`src/rtl/uart_pkg.sv`:
```
// ---------------------------------------------------------------------------
// uart_pkg
// Shared definitions for the UART receive path.
//   PAR_NONE / PAR_ODD / PAR_EVEN : parity-mode values for the PARITY parameter
//   rxState_t                     : receiver FSM state encoding
//   majority3                     : 2-of-3 vote used for mid-bit sampling
// ---------------------------------------------------------------------------
package uart_pkg;

   localparam int PAR_NONE = 0;
   localparam int PAR_ODD  = 1;
   localparam int PAR_EVEN = 2;

   typedef enum logic [2:0] {
      ST_IDLE,
      ST_START,
      ST_DATA,
      ST_PARITY,
      ST_STOP,
      ST_BREAK
   } rxState_t;

   // Two-out-of-three vote, so a single noisy sample cannot flip a bit.
   function automatic logic majority3(input logic a, input logic b, input logic c);
      return (a & b) | (a & c) | (b & c);
   endfunction

endpackage

```
`src/rtl/sync_fifo.sv`:
```
// ---------------------------------------------------------------------------
// sync_fifo
// First-word-fall-through FIFO on a single clock. The head word is always
// presented on rdData; a read simply advances the head.
//   comm_clk  : clock, rising edge
//   reset     : asynchronous active-high reset, empties the FIFO
//   wrEn      : write request for wrData
//   wrData    : word to store
//   rdEn      : consumer takes the head word (ignored while empty)
//   rdData    : head word, meaningful only while empty is low
//   empty     : no stored words
//   overflow  : one-cycle pulse after a write was dropped because the FIFO was full
// ---------------------------------------------------------------------------
module sync_fifo #(
   parameter int WIDTH = 8,
   parameter int DEPTH = 4
) (
   input  logic             comm_clk,
   input  logic             reset,
   input  logic             wrEn,
   input  logic [WIDTH-1:0] wrData,
   input  logic             rdEn,
   output logic [WIDTH-1:0] rdData,
   output logic             empty,
   output logic             overflow
);

   localparam int AW = $clog2(DEPTH);
   localparam logic [AW:0] PTR_ONE = (AW+1)'(1);

   logic [WIDTH-1:0] mem [DEPTH];
   logic [AW:0]      wrPtr;
   logic [AW:0]      rdPtr;
   logic             full;
   logic             doWrite;
   logic             doRead;

   // Pointers carry one extra wrap bit: equal pointers mean empty, equal
   // addresses with differing wrap bits mean full.
   assign empty   = (wrPtr == rdPtr);
   assign full    = (wrPtr[AW] != rdPtr[AW]) && (wrPtr[AW-1:0] == rdPtr[AW-1:0]);
   assign doRead  = rdEn && !empty;
   assign doWrite = wrEn && (!full || doRead);
   assign rdData  = mem[rdPtr[AW-1:0]];

   // Pointer bookkeeping. A write into a full FIFO is still accepted when the
   // head is leaving in the same cycle, because the freed slot is exactly the
   // one being written. Otherwise a write into a full FIFO is dropped and
   // flagged for one cycle.
   always_ff @(posedge comm_clk or posedge reset) begin
      if (reset) begin
         wrPtr    <= '0;
         rdPtr    <= '0;
         overflow <= 1'b0;
      end else begin
         if (doWrite) wrPtr <= wrPtr + PTR_ONE;
         if (doRead)  rdPtr <= rdPtr + PTR_ONE;
         overflow <= wrEn && full && !doRead;
      end
   end

   // Storage array. It needs no reset since nothing is visible until a write
   // has moved the write pointer past the slot.
   always_ff @(posedge comm_clk) begin
      if (doWrite) mem[wrPtr[AW-1:0]] <= wrData;
   end

endmodule

```
`src/rtl/uart_rx_fifo.sv`:
```
// ---------------------------------------------------------------------------
// uart_rx_fifo
// UART receiver with mid-bit majority sampling, optional parity, 1 or 2 stop
// bits, break recovery, and a small FWFT buffer for received words.
//   comm_clk   : clock, rising edge
//   reset      : asynchronous active-high reset
//   rx_serial  : asynchronous serial line, idles high
//   rx_valid   : buffer head word valid
//   rx_data    : buffer head word, LSB = first bit received
//   rx_ready   : consumer accepts the head word
//   frame_err  : one-cycle pulse on a bad stop bit
//   parity_err : one-cycle pulse on a parity mismatch
//   overflow   : one-cycle pulse when a good word was dropped (buffer full)
// ---------------------------------------------------------------------------
module uart_rx_fifo
   import uart_pkg::*;
#(
   parameter int CLK_PER_BIT = 16,
   parameter int DATA_BITS   = 8,
   parameter int PARITY      = 0,
   parameter int STOP_BITS   = 1,
   parameter int FIFO_DEPTH  = 4
) (
   input  logic                 comm_clk,
   input  logic                 reset,
   input  logic                 rx_serial,
   output logic                 rx_valid,
   output logic [DATA_BITS-1:0] rx_data,
   input  logic                 rx_ready,
   output logic                 frame_err,
   output logic                 parity_err,
   output logic                 overflow
);

   localparam int CW = $clog2(CLK_PER_BIT);
   localparam int IW = $clog2(DATA_BITS);
   localparam logic [CW-1:0] CNT_ONE  = CW'(1);
   localparam logic [CW-1:0] CNT_LAST = CW'(CLK_PER_BIT - 1);
   localparam logic [CW-1:0] CNT_S0   = CW'(CLK_PER_BIT / 2 - 1);
   localparam logic [CW-1:0] CNT_S1   = CW'(CLK_PER_BIT / 2);
   localparam logic [CW-1:0] CNT_S2   = CW'(CLK_PER_BIT / 2 + 1);
   localparam logic [IW-1:0] IDX_ONE  = IW'(1);
   localparam logic [IW-1:0] IDX_LAST = IW'(DATA_BITS - 1);
   localparam logic          STOP_LAST = 1'(STOP_BITS - 1);

   rxState_t             state;
   rxState_t             stateNext;
   logic                 syncMeta;
   logic                 syncLine;
   logic                 lineLast;
   logic [CW-1:0]        bitCnt;
   logic [CW-1:0]        bitCntNext;
   logic [IW-1:0]        bitIdx;
   logic [IW-1:0]        bitIdxNext;
   logic                 stopIdx;
   logic                 stopIdxNext;
   logic [DATA_BITS-1:0] shiftReg;
   logic [DATA_BITS-1:0] shiftNext;
   logic                 parityBad;
   logic                 parityBadNext;
   logic                 frameErrNext;
   logic                 parityErrNext;
   logic                 pushWord;
   logic                 sampA;
   logic                 sampB;
   logic                 voted;
   logic                 atVote;
   logic                 atEnd;
   logic                 parityExpected;
   logic                 fifoEmpty;

   // The serial line is asynchronous, so it goes through two flops before any
   // logic looks at it. A third flop keeps the previous synchronised value so
   // a falling edge can be seen. All three reset high, matching an idle line,
   // so a frame interrupted by reset is never mistaken for a new start.
   always_ff @(posedge comm_clk or posedge reset) begin
      if (reset) begin
         syncMeta <= 1'b1;
         syncLine <= 1'b1;
         lineLast <= 1'b1;
      end else begin
         syncMeta <= rx_serial;
         syncLine <= syncMeta;
         lineLast <= syncLine;
      end
   end

   // The first two of the three mid-bit samples are stored here. The third
   // is the live synchronised value at the vote point.
   assign voted  = majority3(sampA, sampB, syncLine);
   assign atVote = (bitCnt == CNT_S2);
   assign atEnd  = (bitCnt == CNT_LAST);

   assign parityExpected = (PARITY == PAR_ODD) ? ~(^shiftReg) : ^shiftReg;

   // State register for the receive FSM.
   always_ff @(posedge comm_clk or posedge reset) begin
      if (reset) state <= ST_IDLE;
      else       state <= stateNext;
   end

   // Next-state and datapath control. Each bit is decided at the vote point
   // in the middle of the bit. Most states only move on at the end of the
   // bit time, but two cases move at the vote point. A bad stop bit goes to
   // BREAK at once. A good final stop bit writes the word and goes back to
   // IDLE at once, so the next start edge can arrive while the stop bit is
   // still on the line. A parity failure is remembered until the stop bit so
   // the word can be dropped while the framing check still runs.
   always_comb begin
      stateNext     = state;
      bitCntNext    = atEnd ? '0 : bitCnt + CNT_ONE;
      bitIdxNext    = bitIdx;
      stopIdxNext   = stopIdx;
      shiftNext     = shiftReg;
      parityBadNext = parityBad;
      frameErrNext  = 1'b0;
      parityErrNext = 1'b0;
      pushWord      = 1'b0;
      case (state)
         ST_IDLE: begin
            bitCntNext    = '0;
            bitIdxNext    = '0;
            stopIdxNext   = 1'b0;
            parityBadNext = 1'b0;
            if (lineLast && !syncLine) stateNext = ST_START;
         end
         ST_START: begin
            if (atVote && voted) stateNext = ST_IDLE;
            else if (atEnd)      stateNext = ST_DATA;
         end
         ST_DATA: begin
            if (atVote) shiftNext = {voted, shiftReg[DATA_BITS-1:1]};
            if (atEnd) begin
               if (bitIdx == IDX_LAST) begin
                  bitIdxNext = '0;
                  stateNext  = (PARITY == PAR_NONE) ? ST_STOP : ST_PARITY;
               end else begin
                  bitIdxNext = bitIdx + IDX_ONE;
               end
            end
         end
         ST_PARITY: begin
            if (atVote && (voted != parityExpected)) begin
               parityBadNext = 1'b1;
               parityErrNext = 1'b1;
            end
            if (atEnd) stateNext = ST_STOP;
         end
         ST_STOP: begin
            if (atVote) begin
               if (!voted) begin
                  frameErrNext = 1'b1;
                  stateNext    = ST_BREAK;
                  bitCntNext   = '0;
               end else if (stopIdx == STOP_LAST) begin
                  pushWord   = !parityBad;
                  stateNext  = ST_IDLE;
                  bitCntNext = '0;
               end
            end
            if (atEnd) stopIdxNext = 1'b1;
         end
         ST_BREAK: begin
            if (!syncLine) begin
               bitCntNext = '0;
            end else if (atEnd) begin
               stateNext  = ST_IDLE;
               bitCntNext = '0;
            end
         end
         default: stateNext = ST_IDLE;
      endcase
   end

   // Datapath registers driven by the FSM decisions above. The error pulses
   // are registered so they are clean single-cycle strobes.
   always_ff @(posedge comm_clk or posedge reset) begin
      if (reset) begin
         bitCnt     <= '0;
         bitIdx     <= '0;
         stopIdx    <= 1'b0;
         shiftReg   <= '0;
         parityBad  <= 1'b0;
         frame_err  <= 1'b0;
         parity_err <= 1'b0;
         sampA      <= 1'b1;
         sampB      <= 1'b1;
      end else begin
         bitCnt     <= bitCntNext;
         bitIdx     <= bitIdxNext;
         stopIdx    <= stopIdxNext;
         shiftReg   <= shiftNext;
         parityBad  <= parityBadNext;
         frame_err  <= frameErrNext;
         parity_err <= parityErrNext;
         if (bitCnt == CNT_S0) sampA <= syncLine;
         if (bitCnt == CNT_S1) sampB <= syncLine;
      end
   end

   // Received-word buffer. Good words are written at the final stop-bit vote
   // and the consumer drains them with a valid/ready handshake.
   sync_fifo #(
      .WIDTH(DATA_BITS),
      .DEPTH(FIFO_DEPTH)
   ) rxFifo (
      .comm_clk (comm_clk),
      .reset    (reset),
      .wrEn     (pushWord),
      .wrData   (shiftReg),
      .rdEn     (rx_ready),
      .rdData   (rx_data),
      .empty    (fifoEmpty),
      .overflow (overflow)
   );

   assign rx_valid = !fifoEmpty;

endmodule

```
`config.mk`:
```
export PLATFORM = sky130hd
export DESIGN_NAME = uart_rx_fifo
export DESIGN_NICKNAME = d
export VERILOG_FILES = /design/src/rtl/uart_pkg.sv /design/src/rtl/sync_fifo.sv /design/src/rtl/uart_rx_fifo.sv
export SDC_FILE = /design/constraint.sdc
export NUM_CORES = 1
export LEC_CHECK = 0
export CORE_UTILIZATION = 45
export DETAILED_ROUTE_END_ITERATION = 7
export SYNTH_ARGS = -nofsm -noshare
export SYNTH_HDL_FRONTEND = slang
export SYNTH_SLANG_ARGS = --single-unit
```
`constraint.sdc`:
```
create_clock -name comm_clk -period 2.69 [get_ports comm_clk]
set_input_delay 0.538 -clock comm_clk [delete_from_list [all_inputs] [get_ports comm_clk]]
set_output_delay 0.538 -clock comm_clk [all_outputs]
set_load 0.01 [all_outputs]
```
==> results_dict.tcl, run 1 <==
set metrics [dict create \
    run_status "completed" \
    cp_cell_sequence "mux4_2, clkdlybuf4s50_1" \
    initial_utilization_pct 46.7 \
    timing_worst_slew_pin_value_ns 0.481 \
    final_min_period_over_clock_period_pct 91.7 \
    first_iter_violations 74 \
    grt_pass1_wl_mm 8.67 \
    cts.root.buffer_cell "sky130_fd_sc_hd__clkbuf_8" \
    final_layout_setup_total_negative_slack_ns 0 \
    compound_gate_portion_of_the_synthesized_area_pct 6.83 \
    finalWorstPathRequiredPeriod_ns 2.47 \
    holdBufCountCts 0 \
    grt_remaining_overflow 0 \
    core_area_sq_mm 0.00639 \
    detailed_place_hpwl_mm 3.44 \
    syn2layout_area_growth_pct 14.0 \
    global_route.usage.total_pct 16.4 \
    cts.sinks 66 \
    final_antenna_net_count 0 \
    drive_above_1_share_pct 23.7 \
    post_drt_via_cell_ratio 5.48 \
    post_cts_buffers 0 \
    wl_per_instance_microns 16.5 \
    fp.dieW_microns 83.4 \
    mappedNetlistArea_sq_mm 0.00298 \
    yosys_warnings 0 \
    timing.clock.skew_ns 0.00747 \
    placed_cells_incl_taps 293 \
    critical_path_peak_fanout 9 \
    detail_route.wirelength.met1_mm 2.38 \
    first_global_vias 1742 \
    cts.clk_slew.worst_paths_ns 0.08 \
    synth_fa_ha_area_share_pct 4.57 \
    insertion_delay_ns 0.34 \
    path_delay_family "flip-flops" \
    cts_htree_levels 3 \
    p_per_area_mw_per_mm2 871 \
    synth.mux.area_fraction_pct 10.6 \
    stdcell_count 309 \
    top_layer "met4" \
    rsz_0062_raised_after_global_routing "no" \
    element_type_at_the_critical_path_end "output pin" \
    tritoncts "built" \
    synth.net_count 218 \
    io-pin-count 16 \
    synthXorXnorAreaFrac_pct 4.86 \
    total_leakage_power_uw 0.00136 \
    hold_viol 0 \
    wirelength_mm 5.10 \
    yosysTopAreaCell "sky130_fd_sc_hd__edfxtp_1" \
    fmax_mhz 406 \
    yosysTopAreaCellShare_pct 32.2 \
    fillerInstances 525 \
    worst_hold_path_type "reg2reg" \
    postSynth.topFlopCell "sky130_fd_sc_hd__edfxtp_1" \
    antennaDiodeCount 0 \
    met2_wirelength_mm 2.50 \
    yosys.cell_types.count 53 \
    synth_seq_cells 66 \
    crit_arrival_ns 1.93 \
    post_synth_inst_count 204 \
    yosys.cell_count.top_type "sky130_fd_sc_hd__edfxtp_1" \
    simple_gate_share_of_the_synthesized_area_pct 9.81 \
    grt_max_degree 35 \
    resize_count_post_cts 0 \
    multiInputGateArea_sq_mm 0.00109 \
    fp.dieH_microns 83.4 \
    timing.critical_path.slowest_cell_delay_ns 0.55 \
    sequential_cell_area_fraction_in_the_yosys_report_pct 60.9 \
    synth_common_cells "32 x sky130_fd_sc_hd__edfxtp_1, 29 x sky130_fd_sc_hd__dfrtp_1, 13 x sky130_fd_sc_hd__xnor2_1, 12 x sky130_fd_sc_hd__mux2_2, 11 x sky130_fd_sc_hd__nor2_1" \
    numPortBuffers 15 \
    num_vias 1693 \
    wl_met3_microns 153 \
    timing.hold.ws_ns 0.359 \
    peakVddDrop_mv 0.460 \
    cp_data_required_time_ns 2.15 \
    timing.final.setup_violations 0 \
    maxCapViolations 0 \
    critPathKind "reg2out" \
    cts_made_buffers 9 \
    critical_path_buf_inv_count 1 \
    crit_path_start_kind "flop" \
    worst_path_max_delay_cell "sky130_fd_sc_hd__dfrtp_2" \
    slew-limit-headroom_pct 67.9 \
    layout.nets 241 \
    antenna_violations_before_repair 0 \
    gpl.final_weighted_congestion 0.761 \
    ctsLongestPathBuffers 2 \
    area_taken_by_flip_flops_and_latches_sq_mm 0.00182 \
    fp.dieArea_sq_mm 0.00696 \
    synth_top_family_by_area "multiplexers" \
    synth_edf_count 32 \
    ys_top_cells_by_area "sky130_fd_sc_hd__edfxtp_1 32%, sky130_fd_sc_hd__dfrtp_1 24%, sky130_fd_sc_hd__mux4_2 6.0%" \
    postSynth.asyncResetShare_pct 51.5 \
    post_synth.cell_area_avg_sq_um 14.6 \
    final-max-slew-violation-count 0 \
    detail_route.first_pass.iterations 4 \
    std_cell_rows 29 \
    detail_route.drc_violations 0 \
]
## per-layer routing
layer	vias to the layer above	global-route usage, %
met5	-	0
met4	0	7.40
met1	858	21.1
li1	804	-
met3	9	5.37
met2	22	25.5
## power breakdown
group	leakage (uW)	internal [uW]	switching [uW]	total [uW]
logic	0.000545	553	363	916
clock network	0.0000860	338	411	749
registers	0.000734	1150	148	1300
## placed cells by master, fill, tap and decap left out, types with 2 or more instances in the layout
cell type and n:
sky130_fd_sc_hd__mux2_2 12, sky130_fd_sc_hd__nor2b_1 4, sky130_fd_sc_hd__and2_1 3, sky130_fd_sc_hd__buf_4 5
sky130_fd_sc_hd__clkdlybuf4s50_1 15, sky130_fd_sc_hd__dfstp_2 5, sky130_fd_sc_hd__nor3b_1 2, sky130_fd_sc_hd__inv_1 8
sky130_fd_sc_hd__nor3_1 3, sky130_fd_sc_hd__clkinvlp_4 2, sky130_fd_sc_hd__a21o_1 2, sky130_fd_sc_hd__a31oi_1 2
sky130_fd_sc_hd__a22o_1 2, sky130_fd_sc_hd__nand2_1 9, sky130_fd_sc_hd__inv_6 2, sky130_fd_sc_hd__a21oi_1 5
sky130_fd_sc_hd__ha_1 10, sky130_fd_sc_hd__xnor2_1 13, sky130_fd_sc_hd__mux4_2 8, sky130_fd_sc_hd__dfrtp_1 28
sky130_fd_sc_hd__nand3_1 3, sky130_fd_sc_hd__nor2_1 11, sky130_fd_sc_hd__edfxtp_1 32, sky130_fd_sc_hd__nand3b_1 3
sky130_fd_sc_hd__o2bb2ai_1 2, sky130_fd_sc_hd__clkbuf_8 9, sky130_fd_sc_hd__clkinv_2 2
## area by class of cell
cell class              instances  share of cell area (%)
inverters                       8                   0.883
flip-flops and latches         66                    53.5
multi-input cells             122                    32.1
well taps                      77                    2.83
repair buffers                 20                    5.52
clock buffers                   9                    3.64
clock inverters                 7                    1.51
## final timing paths
check                                startpoint          endpoint  slack (ns)  cells past startpoint
worst max-delay path            rxFifo.rdPtr[0]        rx_data[7]        0.22                      2
worst min-delay path                   syncMeta          syncLine        0.36                      0
worst max register to register         syncLine  rxFifo.mem[0][0]        0.49                      4
worst min register to register         syncMeta          syncLine        0.36                      0
max in group asynchronous                 reset          lineLast        1.77                      3
min in group asynchronous                 reset   rxFifo.wrPtr[0]        0.58                      3
## cell families (layout without fill, tap and decap cells)
kind of cell             after synthesis  count (layout)
multiplexers                          20              20
adder cells (fa/ha/maj)               11              11
flip-flops                            66              66
buffers and inverters                 16              44
AND/OR/NAND/NOR                       51              51
XOR/XNOR                              15              15
AO/OA/AOI/OAI                         25              25
## through the flow
| step | area [sq um] | power, uW | util (%) | setup WS, ns |
|---|---|---|---|---|
| detailed placement | 3230 | 2240 | 50.5 | 0.387 |
| floorplan | 2980 | 1910 | - | 0.838 |
| global route | 3400 | 3130 | 53.3 | 0.0925 |
| CTS | 3400 | 2990 | 53.3 | 0.00486 |
| global placement | 3230 | 2200 | 50.5 | 0.434 |
| finish | 3400 | 2960 | 53.3 | 0.224 |
## sequential cells by signal (all words and copies together), names as in the netlist, 3 cells and up
register / cells
shiftReg: 8
bitIdx: 3
bitCnt: 4
rxFifo.mem: 32
rxFifo.wrPtr: 3
state: 3
rxFifo.rdPtr: 3
(Power assumes the default switching activity.)
==> run 2, diff against run 1 <==
--- a/config.mk
+++ b/config.mk
@@ -5,7 +5,7 @@
 export SDC_FILE = /design/constraint.sdc
 export NUM_CORES = 1
 export LEC_CHECK = 0
-export CORE_UTILIZATION = 45
+export CORE_UTILIZATION = 40
 export DETAILED_ROUTE_END_ITERATION = 7
 export SYNTH_ARGS = -nofsm -noshare
 export SYNTH_HDL_FRONTEND = slang
==> run 2 against run 1 <==
Cell count up 7.1%; highest routed layer unchanged; fmax increased by 0.60%; sequential share of layout area fell by 1.2 points; hold slack lost 0.0022 ns; core utilization fell by 5.0 points; non-clock buffer count unchanged; sequential power is essentially flat; combinational power down 2%; clock-buffer cell count stayed put; die area rose by 12%.
==> results_dict.tcl, run 2 (synthesis gave the netlist of run 1 again) <==
set metrics [dict create \
    run_status "completed" \
    rsz_0062_raised_after_global_routing "no" \
    post_cts_buffers 0 \
    reg2reg_depth 4 \
    antenna_violations_before_repair 0 \
    layout.nets 241 \
    final_layout_setup_total_negative_slack_ns 0 \
    cp_cell_sequence "mux4_2, clkdlybuf4s50_1" \
    tritoncts "built" \
    slew-limit-headroom_pct 67.5 \
    num_vias 1695 \
    first_global_vias 1756 \
    critPathKind "reg2out" \
    netSwitchingPower_uw 885 \
    detailed_place_hpwl_mm 3.13 \
    timing_worst_slew_pin_value_ns 0.486 \
    element_type_at_the_critical_path_end "output pin" \
    finalWorstPathRequiredPeriod_ns 2.45 \
    fillerInstances 653 \
    wirelength_mm 4.71 \
    cts_htree_levels 3 \
    layout_common_cells "32 x sky130_fd_sc_hd__edfxtp_1, 28 x sky130_fd_sc_hd__dfrtp_1, 15 x sky130_fd_sc_hd__clkdlybuf4s50_1" \
    critical_path_buf_inv_count 1 \
    syn2layout_area_growth_pct 16.6 \
    total_leakage_power_uw 0.00139 \
    p_clk_share_pct 29.6 \
    timing.final.setup_violations 0 \
    post_drt_via_cell_ratio 5.12 \
    numPortBuffers 15 \
    cts.sinks 66 \
    timing.clock.skew_ns 0.00632 \
    fp.dieW_microns 88.4 \
    pwr-share-comb_pct 28.9 \
    power.share.switching_pct 28.4 \
    peakVddDrop_mv 0.383 \
    power_report.internal_total_uw 2230 \
    initial_utilization_pct 41.4 \
    fmax_mhz 408 \
    maxCapViolations 0 \
    cts.root.buffer_cell "sky130_fd_sc_hd__clkbuf_8" \
    fp.dieArea_sq_mm 0.00781 \
    area_taken_by_flip_flops_and_latches_sq_mm 0.00182 \
    hold_viol 0 \
    path_delay_family "flip-flops" \
    critical_path_peak_fanout 9 \
    worst_hold_path_type "reg2reg" \
    grt_max_degree 35 \
    worstSetupPathDepth 2 \
    detail_route.drc_violations 0 \
    fp.dieH_microns 88.4 \
    gpl.final_weighted_congestion 0.705 \
    sequentialPowerShare_pct 41.5 \
    global_route.usage.total_pct 14.6 \
    cp_data_required_time_ns 2.15 \
    detail_route.first_pass.iterations 4 \
    final_min_period_over_clock_period_pct 91.1 \
    antennaDiodeCount 0 \
    final_common_cell "sky130_fd_sc_hd__edfxtp_1" \
    final_antenna_net_count 0 \
    multiInputGateArea_sq_mm 0.00109 \
    io-pin-count 16 \
    timing.critical_path.slowest_cell_delay_ns 0.54 \
    first_iter_violations 115 \
    std_cell_rows 31 \
    wl_per_instance_microns 14.2 \
    largest_register_ff_count 32 \
    final_util_pct 48.2 \
    insertion_delay_ns 0.34 \
    cts.clk_slew.worst_paths_ns 0.07 \
    cts_made_buffers 9 \
    crit_arrival_ns 1.91 \
    final-max-slew-violation-count 0 \
    core_area_sq_mm 0.00721 \
    grt_pass1_wl_mm 8.35 \
    whs_path_depth 0 \
    crit_path_start_kind "flop" \
    drive_above_1_share_pct 23.7 \
    ctsLongestPathBuffers 2 \
    worst_path_max_delay_cell "sky130_fd_sc_hd__dfrtp_2" \
    p_per_area_mw_per_mm2 895 \
    grt_remaining_overflow 0 \
]
-- run 2: cell count changes in the layout (fill, tap and decap cells not counted) --
cell and delta:
sky130_fd_sc_hd__bufinv_16 +2, sky130_fd_sc_hd__clkinv_2 -2
-- run 2: area by class of cell --
type | instances | area share, %
clock buffer | 9 | 3.56
timing repair buffer | 20 | 5.39
sequential | 66 | 52.3
tap | 99 | 3.56
clock inverter | 7 | 2.91
multi-input combinational | 122 | 31.4
inverter | 8 | 0.863
-- run 2: metal layers --
metal	global-route usage, %	routed length [microns]	up-vias
met3	5.88	181	6
met4	5.72	76	0
met5	0	0	-
met2	23.3	2350	25
met1	17.9	2100	853
li1	-	-	811
-- run 2: worst paths after layout --
kind / start / end / slack (ns)
setup / recovery: rxFifo.rdPtr[0] / rx_data[2] / 0.24
hold / removal: syncMeta / syncLine / 0.36
setup reg to reg: syncLine / rxFifo.mem[1][7] / 0.48
hold reg to reg: syncMeta / syncLine / 0.36
max in group asynchronous: reset / syncMeta / 1.77
min in group asynchronous: reset / shiftReg[1] / 0.59
-- run 2: timing repair --
action / CTS / global route
endpoints found under the setup margin: 0 / 9
gates resized for setup: 0 / 1
hold buffers: 0 / 0
-- run 2: stage by stage --
step	instance area, sq um	std cells	setup WS [ns]	hold WS, ns	power (uW)
global route	3480	331	0.122	0.360	3320
detailed placement	3250	315	0.426	0.347	2230
global placement	3250	315	0.433	0.346	2210
floorplan	2980	204	0.838	0.345	1910
finish	3480	331	0.239	0.357	3120
CTS	3480	331	0.0376	0.358	3160
-- run 2: power by group through the flow --
stage	registers (uW)	logic [uW]	clock network, uW
6_report	1290	901	922
4_1_cts	1290	912	951
2_1_floorplan	1230	678	0
3_5_place_dp	1310	911	0
3_3_place_gp	1310	901	0
5_1_grt	1320	1000	1000
-- run 2: worst register-to-register path, cell delays in order (launching register included) --
cell and delay (ns):
sky130_fd_sc_hd__dfstp_2 0.61, sky130_fd_sc_hd__maj3_2 0.31, sky130_fd_sc_hd__nor2b_1 0.25, sky130_fd_sc_hd__and3_4 0.25, sky130_fd_sc_hd__and2_1 0.43
==> run 3, diff against run 2 <==
--- a/config.mk
+++ b/config.mk
@@ -6,6 +6,7 @@
 export NUM_CORES = 1
 export LEC_CHECK = 0
 export CORE_UTILIZATION = 40
+export CTS_CLUSTER_SIZE = 28
 export DETAILED_ROUTE_END_ITERATION = 7
 export SYNTH_ARGS = -nofsm -noshare
 export SYNTH_HDL_FRONTEND = slang
==> results of run 3 <==
The final DEF is identical to that of run 2; final timing and power are the same.
